File: config.mk
export PLATFORM = sky130hd
export DESIGN_NAME = fifo_sync_prog
export DESIGN_NICKNAME = d
export VERILOG_FILES = /design/src/rtl/fifo_sync_prog.sv
export SDC_FILE = /design/constraint.sdc
export NUM_CORES = 1
export LEC_CHECK = 0
export ABC_AREA = 1
export BUFFER_PORTS_ARGS = -buffer_cell sky130_fd_sc_hd__buf_2
export CAP_MARGIN = 10
export CORE_MARGIN = 3
export CORE_UTILIZATION = 65
export DETAILED_ROUTE_END_ITERATION = 10
export HOLD_SLACK_MARGIN = 0.02
export PLACE_DENSITY = 0.91
export SLEW_MARGIN = 40
export SYNTH_ARGS = -nofsm -noshare
export SYNTH_HDL_FRONTEND = slang
export SYNTH_SLANG_ARGS = --single-unit
File: constraint.sdc
create_clock -name clk_i -period 5.2 [get_ports clk_i]
set_input_delay 1.04 -clock clk_i [delete_from_list [all_inputs] [get_ports clk_i]]
set_output_delay 1.04 -clock clk_i [all_outputs]
set_load 0.02 [all_outputs]
File: src/rtl/fifo_sync_prog.sv
// Single-clock FIFO with fill level, programmable almost-full/almost-empty flags,
// overflow/underflow pulses and synchronous flush. FIFO_SYNC_FWFT_EN selects first-word-fall-through reads.
module fifo_sync_prog #(
    parameter int DATA_WIDTH    = 8,
    parameter int ADDR_BITS     = 4,
    parameter int AFULL_THRESH  = 2**ADDR_BITS - 2,
    parameter int AEMPTY_THRESH = 2
) (
    input  logic                  clk_i,
    input  logic                  reset_i,
    input  logic                  flush_i,
    input  logic [DATA_WIDTH-1:0] data_in,
    input  logic                  w_en,
    input  logic                  r_en,
    output logic [DATA_WIDTH-1:0] data_out,
    output logic                  fifo_empty,
    output logic                  fifo_full,
    output logic                  almost_empty,
    output logic                  almost_full,
    output logic [ADDR_BITS:0]    count,
    output logic                  overflow,
    output logic                  underflow
);

    localparam int DEPTH = 2**ADDR_BITS;
    localparam logic [ADDR_BITS:0] C_DEPTH  = DEPTH[ADDR_BITS:0];
    localparam logic [ADDR_BITS:0] C_AFULL  = AFULL_THRESH[ADDR_BITS:0];
    localparam logic [ADDR_BITS:0] C_AEMPTY = AEMPTY_THRESH[ADDR_BITS:0];

    logic [DATA_WIDTH-1:0] r_mem [DEPTH];
    logic [ADDR_BITS:0]    r_wptr;
    logic [ADDR_BITS:0]    r_rptr;
    logic [ADDR_BITS:0]    r_count;
    logic                  r_empty;
    logic                  r_full;
    logic                  r_aempty;
    logic                  r_afull;
    logic                  r_ovf;
    logic                  r_udf;

    logic                  w_ra;
    logic                  w_wa;
    logic [ADDR_BITS:0]    w_wptr_next;
    logic [ADDR_BITS:0]    w_rptr_next;
    logic [ADDR_BITS:0]    w_count_next;

    // A read frees a slot in the same edge, so a full FIFO can still take a write alongside it.
    always_comb begin
        w_ra         = r_en & ~r_empty & ~flush_i;
        w_wa         = w_en & (~r_full | w_ra) & ~flush_i;
        w_wptr_next  = r_wptr + {{ADDR_BITS{1'b0}}, w_wa};
        w_rptr_next  = r_rptr + {{ADDR_BITS{1'b0}}, w_ra};
        if (flush_i) begin
            w_wptr_next = '0;
            w_rptr_next = '0;
        end
        // Pointers carry one extra bit, so their difference is the fill level 0..DEPTH.
        w_count_next = w_wptr_next - w_rptr_next;
    end

    always_ff @(posedge clk_i or posedge reset_i) begin
        if (reset_i) begin
            r_wptr   <= '0;
            r_rptr   <= '0;
            r_count  <= '0;
            r_empty  <= 1'b1;
            r_full   <= 1'b0;
            r_aempty <= 1'b1;
            r_afull  <= 1'b0;
            r_ovf    <= 1'b0;
            r_udf    <= 1'b0;
        end else begin
            r_wptr   <= w_wptr_next;
            r_rptr   <= w_rptr_next;
            r_count  <= w_count_next;
            r_empty  <= (w_count_next == '0);
            r_full   <= (w_count_next == C_DEPTH);
            r_aempty <= (w_count_next <= C_AEMPTY);
            r_afull  <= (w_count_next >= C_AFULL);
            r_ovf    <= ~flush_i & w_en & ~w_wa;
            r_udf    <= ~flush_i & r_en & r_empty;
        end
    end

    // Storage is never reset so it can map onto RAM primitives.
    always_ff @(posedge clk_i) begin
        if (w_wa) begin
            r_mem[r_wptr[ADDR_BITS-1:0]] <= data_in;
        end
    end

`ifdef FIFO_SYNC_FWFT_EN
    // Head word is presented continuously; r_en only acknowledges it.
    assign data_out = r_mem[r_rptr[ADDR_BITS-1:0]];
`else
    logic [DATA_WIDTH-1:0] r_dout;

    // Full FIFO with simultaneous write hits the same address; the read sees the old head.
    always_ff @(posedge clk_i or posedge reset_i) begin
        if (reset_i) begin
            r_dout <= '0;
        end else if (w_ra) begin
            r_dout <= r_mem[r_rptr[ADDR_BITS-1:0]];
        end
    end

    assign data_out = r_dout;
`endif

    assign fifo_empty   = r_empty;
    assign fifo_full    = r_full;
    assign almost_empty = r_aempty;
    assign almost_full  = r_afull;
    assign count        = r_count;
    assign overflow     = r_ovf;
    assign underflow    = r_udf;

endmodule

==> out/qor.csv <==
metric,value,unit
fin crit share,67.71,%
Critical Path AT,3.97,ns
final hold vios,0,
post_cts resized,0,
clk buf depth,2,
cts hold-fix bufs,0,
TritonCTS clock tree,done,
final WL,15070,um
n_diodes,0,
Top-Level Pins,32,
Root Driver,clkbuf_8,
ratio of cells with drive above 1 in the final layout,14.07,%
Total Routing Usage GR,28.16,%
Top Metal Used,met5,
"CTS clk-pin slew, worst paths",0.07,ns
Final TNS setup,0,ns
Worst Min Path Start,data_out[3]$_DFFE_PP0P_,
total gr overflow,0,
status,completed,
pre-CTS setup slack,1.208,ns
DR vias/cell,6.202,
Total Power,3.041,mW
synth-to-layout area growth,12.45,%
Syn Inst Count,559,
setup bufs post-CTS,0,
register area share after synthesis,70.45,%
clock skew,0.007737,ns
Routed Antenna Nets,0,
Leak,2.873,nW
Syn Nets,581,
chip width,105.9,um
initial antenna violation count,1,
RSZ-0062 raised after global routing,no,
synth unique cells,30,
drt first pass iters,5,
htree depth,4,
CP Max Fanout,10,
number of fill cells,552,
pwr dens,416.7,mW/mm^2
CP Class,input pin to flip-flop,
final instance area,0.007298,mm^2
Final WS setup,1.679,ns
Hold Crit Class,flip-flop to flip-flop,
Setup crit start kind,input pin,
r2r setup slk,1.96,ns
HPWL Detailed,9109,um
clock buffer count from CTS,17,
Port Buf Inserts,31,
Die H,105.9,um
hold path depth,2,
"Endpoint, Worst Hold",data_out[3]$_DFFE_PP0P_,
number of cell rows,35,
M1 WL,5210,um
Crit Reg-Reg Endpoint,fifo_full$_DFF_PP0_,
Core ar.,0.009459,mm^2
Post-route DRC,0,
initial DRC count,641,
Worst VDD drop,0.2752,mV
FMAX,284.0,MHz
relative slew slack,42.89,%
fin nets,613,
Sink Count,157,
RePlAce Congestion,0.8780,
Initial Util,68.61,%
Wirelength per Cell,20.56,um
Worst Tran Pin Value,0.8535,ns
met2 wire length,7607,um
vias in the first global route,4423,
Pins Over Slew Limit,0,
Yosys reg bits,157,
max-cap viol count,0,
Via Count,4546,
Final min period,3.521,ns
synth warn,0,
first-pass GRT wire length,23550,um
cell area after placement,0.006740,mm^2
Die Area,0.01122,mm^2
met3 WL,1699,um
syn_area_per_cell,11.61,um^2
critical path required time,5.65,ns
Reg2Reg Launch Point,fifo_empty$_DFF_PP1_,
"Clk Latency, worst-skew pair",0.53,ns
synthesized area,0.006490,mm^2
pin count of the biggest net entering global routing,66,
endpoint type of the worst setup path,flip-flop,
Worst R2R Path Depth,15,
# setup viols final,0,
-- power breakdown --
part / internal (mW) / switching [mW]
clock: 0.602 / 0.530
combinational: 0.133 / 0.306
sequential: 1.43 / 0.0412
total: 2.16 / 0.877
-- synth_stat cells --
cell type | n | area, um^2
clkinv_1 | 1 | 3.750
edfxtp_1 | 128 | 3844
inv_1 | 30 | 112.6
nand3_2 | 4 | 40.04
xor2_1 | 1 | 8.760
dfstp_2 | 2 | 52.55
nor2_1 | 58 | 217.7
fa_1 | 1 | 20.02
inv_2 | 1 | 3.750
and3_1 | 1 | 6.260
nand3_1 | 46 | 230.2
nand2_2 | 2 | 12.51
inv_4 | 1 | 6.260
nor3_4 | 1 | 16.27
a2bb2oi_1 | 3 | 26.28
a21oi_1 | 26 | 130.1
buf_4 | 1 | 7.510
nand2_1 | 138 | 518.0
ha_1 | 8 | 100.1
nor3_1 | 2 | 10.01
o31ai_1 | 3 | 22.52
buf_2 | 6 | 30.03
nor2_4 | 1 | 11.26
clkbuf_1 | 14 | 52.55
nand4_1 | 1 | 6.260
mux2i_1 | 10 | 100.1
o22ai_1 | 10 | 62.56
o21ai_0 | 31 | 155.2
dfrtp_1 | 27 | 675.7
o21bai_1 | 1 | 7.510
-- sequential cells by signal, indices dropped and copies added (netlist names), 5 cells and up --
register and flops:
count 5, data_out 8, r_mem 128, r_rptr 5, r_wptr 5
-- per-stage QoR --
stage | utilization [%] | hold WS, ns | instances
after floorplan | - | 0.5180 | 559
after global placement | 71.26 | 0.4861 | 701
after detailed placement | 71.26 | 0.4847 | 701
after CTS | 76.98 | 0.5101 | 733
after global routing | 77.16 | 0.5248 | 733
final | 77.16 | 0.5186 | 733
-- critical path, cell delays in order --
cell     delay [ns]
buf_2          0.16
nor3_4         0.49
inv_4          0.13
nand2_1        0.11
nand2_2        0.07
nor2_4         0.18
ha_1           0.24
ha_1           0.22
o21ai_0        0.09
a21oi_1        0.18
ha_1           0.28
a21oi_1        0.27
inv_1          0.07
nand3_1        0.14
nand3_1        0.13
a21oi_1        0.16
-- layer usage --
layer | global-route usage [%] | vias up
met5 | 0 | -
met4 | 12.77 | 2
met3 | 7.225 | 55
met2 | 46.45 | 318
met1 | 35.47 | 2163
li1 | - | 2008
-- layout by cell type, fill, tap and decap left out, types with 4 or more instances in the layout --
cell type	count
a21oi_1	26
buf_2	31
clkbuf_16	16
clkinvlp_4	4
dfrtp_1	26
edfxtp_1	128
ha_1	8
inv_1	30
inv_6	6
mux2i_1	10
nand2_1	138
nand3_1	46
nand3_2	4
nor2_1	52
nor2_2	6
o21ai_0	31
o22ai_1	10
-- worst max path at each step --
| stage | from | to | slack [ns] | cells after the start |
|---|---|---|---|---|
| final | flush_i | fifo_full$_DFF_PP0_ | 1.68 | 16 |
| after global routing | flush_i | almost_full$_DFF_PP0_ | 1.41 | 19 |
| after CTS | flush_i | fifo_full$_DFF_PP0_ | 1.74 | 16 |
| after detailed placement | flush_i | fifo_full$_DFF_PP0_ | 1.21 | 16 |
| after global placement | flush_i | almost_full$_DFF_PP0_ | 1.39 | 17 |
| after floorplan | flush_i | almost_full$_DFF_PP0_ | 1.83 | 16 |
-- cells by family after synthesis --
kind of cell,share of synthesized area [%]
adder cells (fa/ha/maj),1.851
flip-flops,70.45
multiplexers,1.542
buffers and inverters,3.335
XOR/XNOR,0.1350
AO/OA/AOI/OAI,6.227
AND/OR/NAND/NOR,16.46
-- area by class of cell --
type,instances,area [um^2],share of cell area (%)
timing repair buffer,34,177.7,2.434
clock inverter,15,127.6,1.749
inverter,33,127.6,1.749
tap,129,161.4,2.212
multi-input combinational,348,1717,23.52
clock buffer,17,414.1,5.675
sequential,157,4573,62.66
Power figures use the tool's default switching activity.
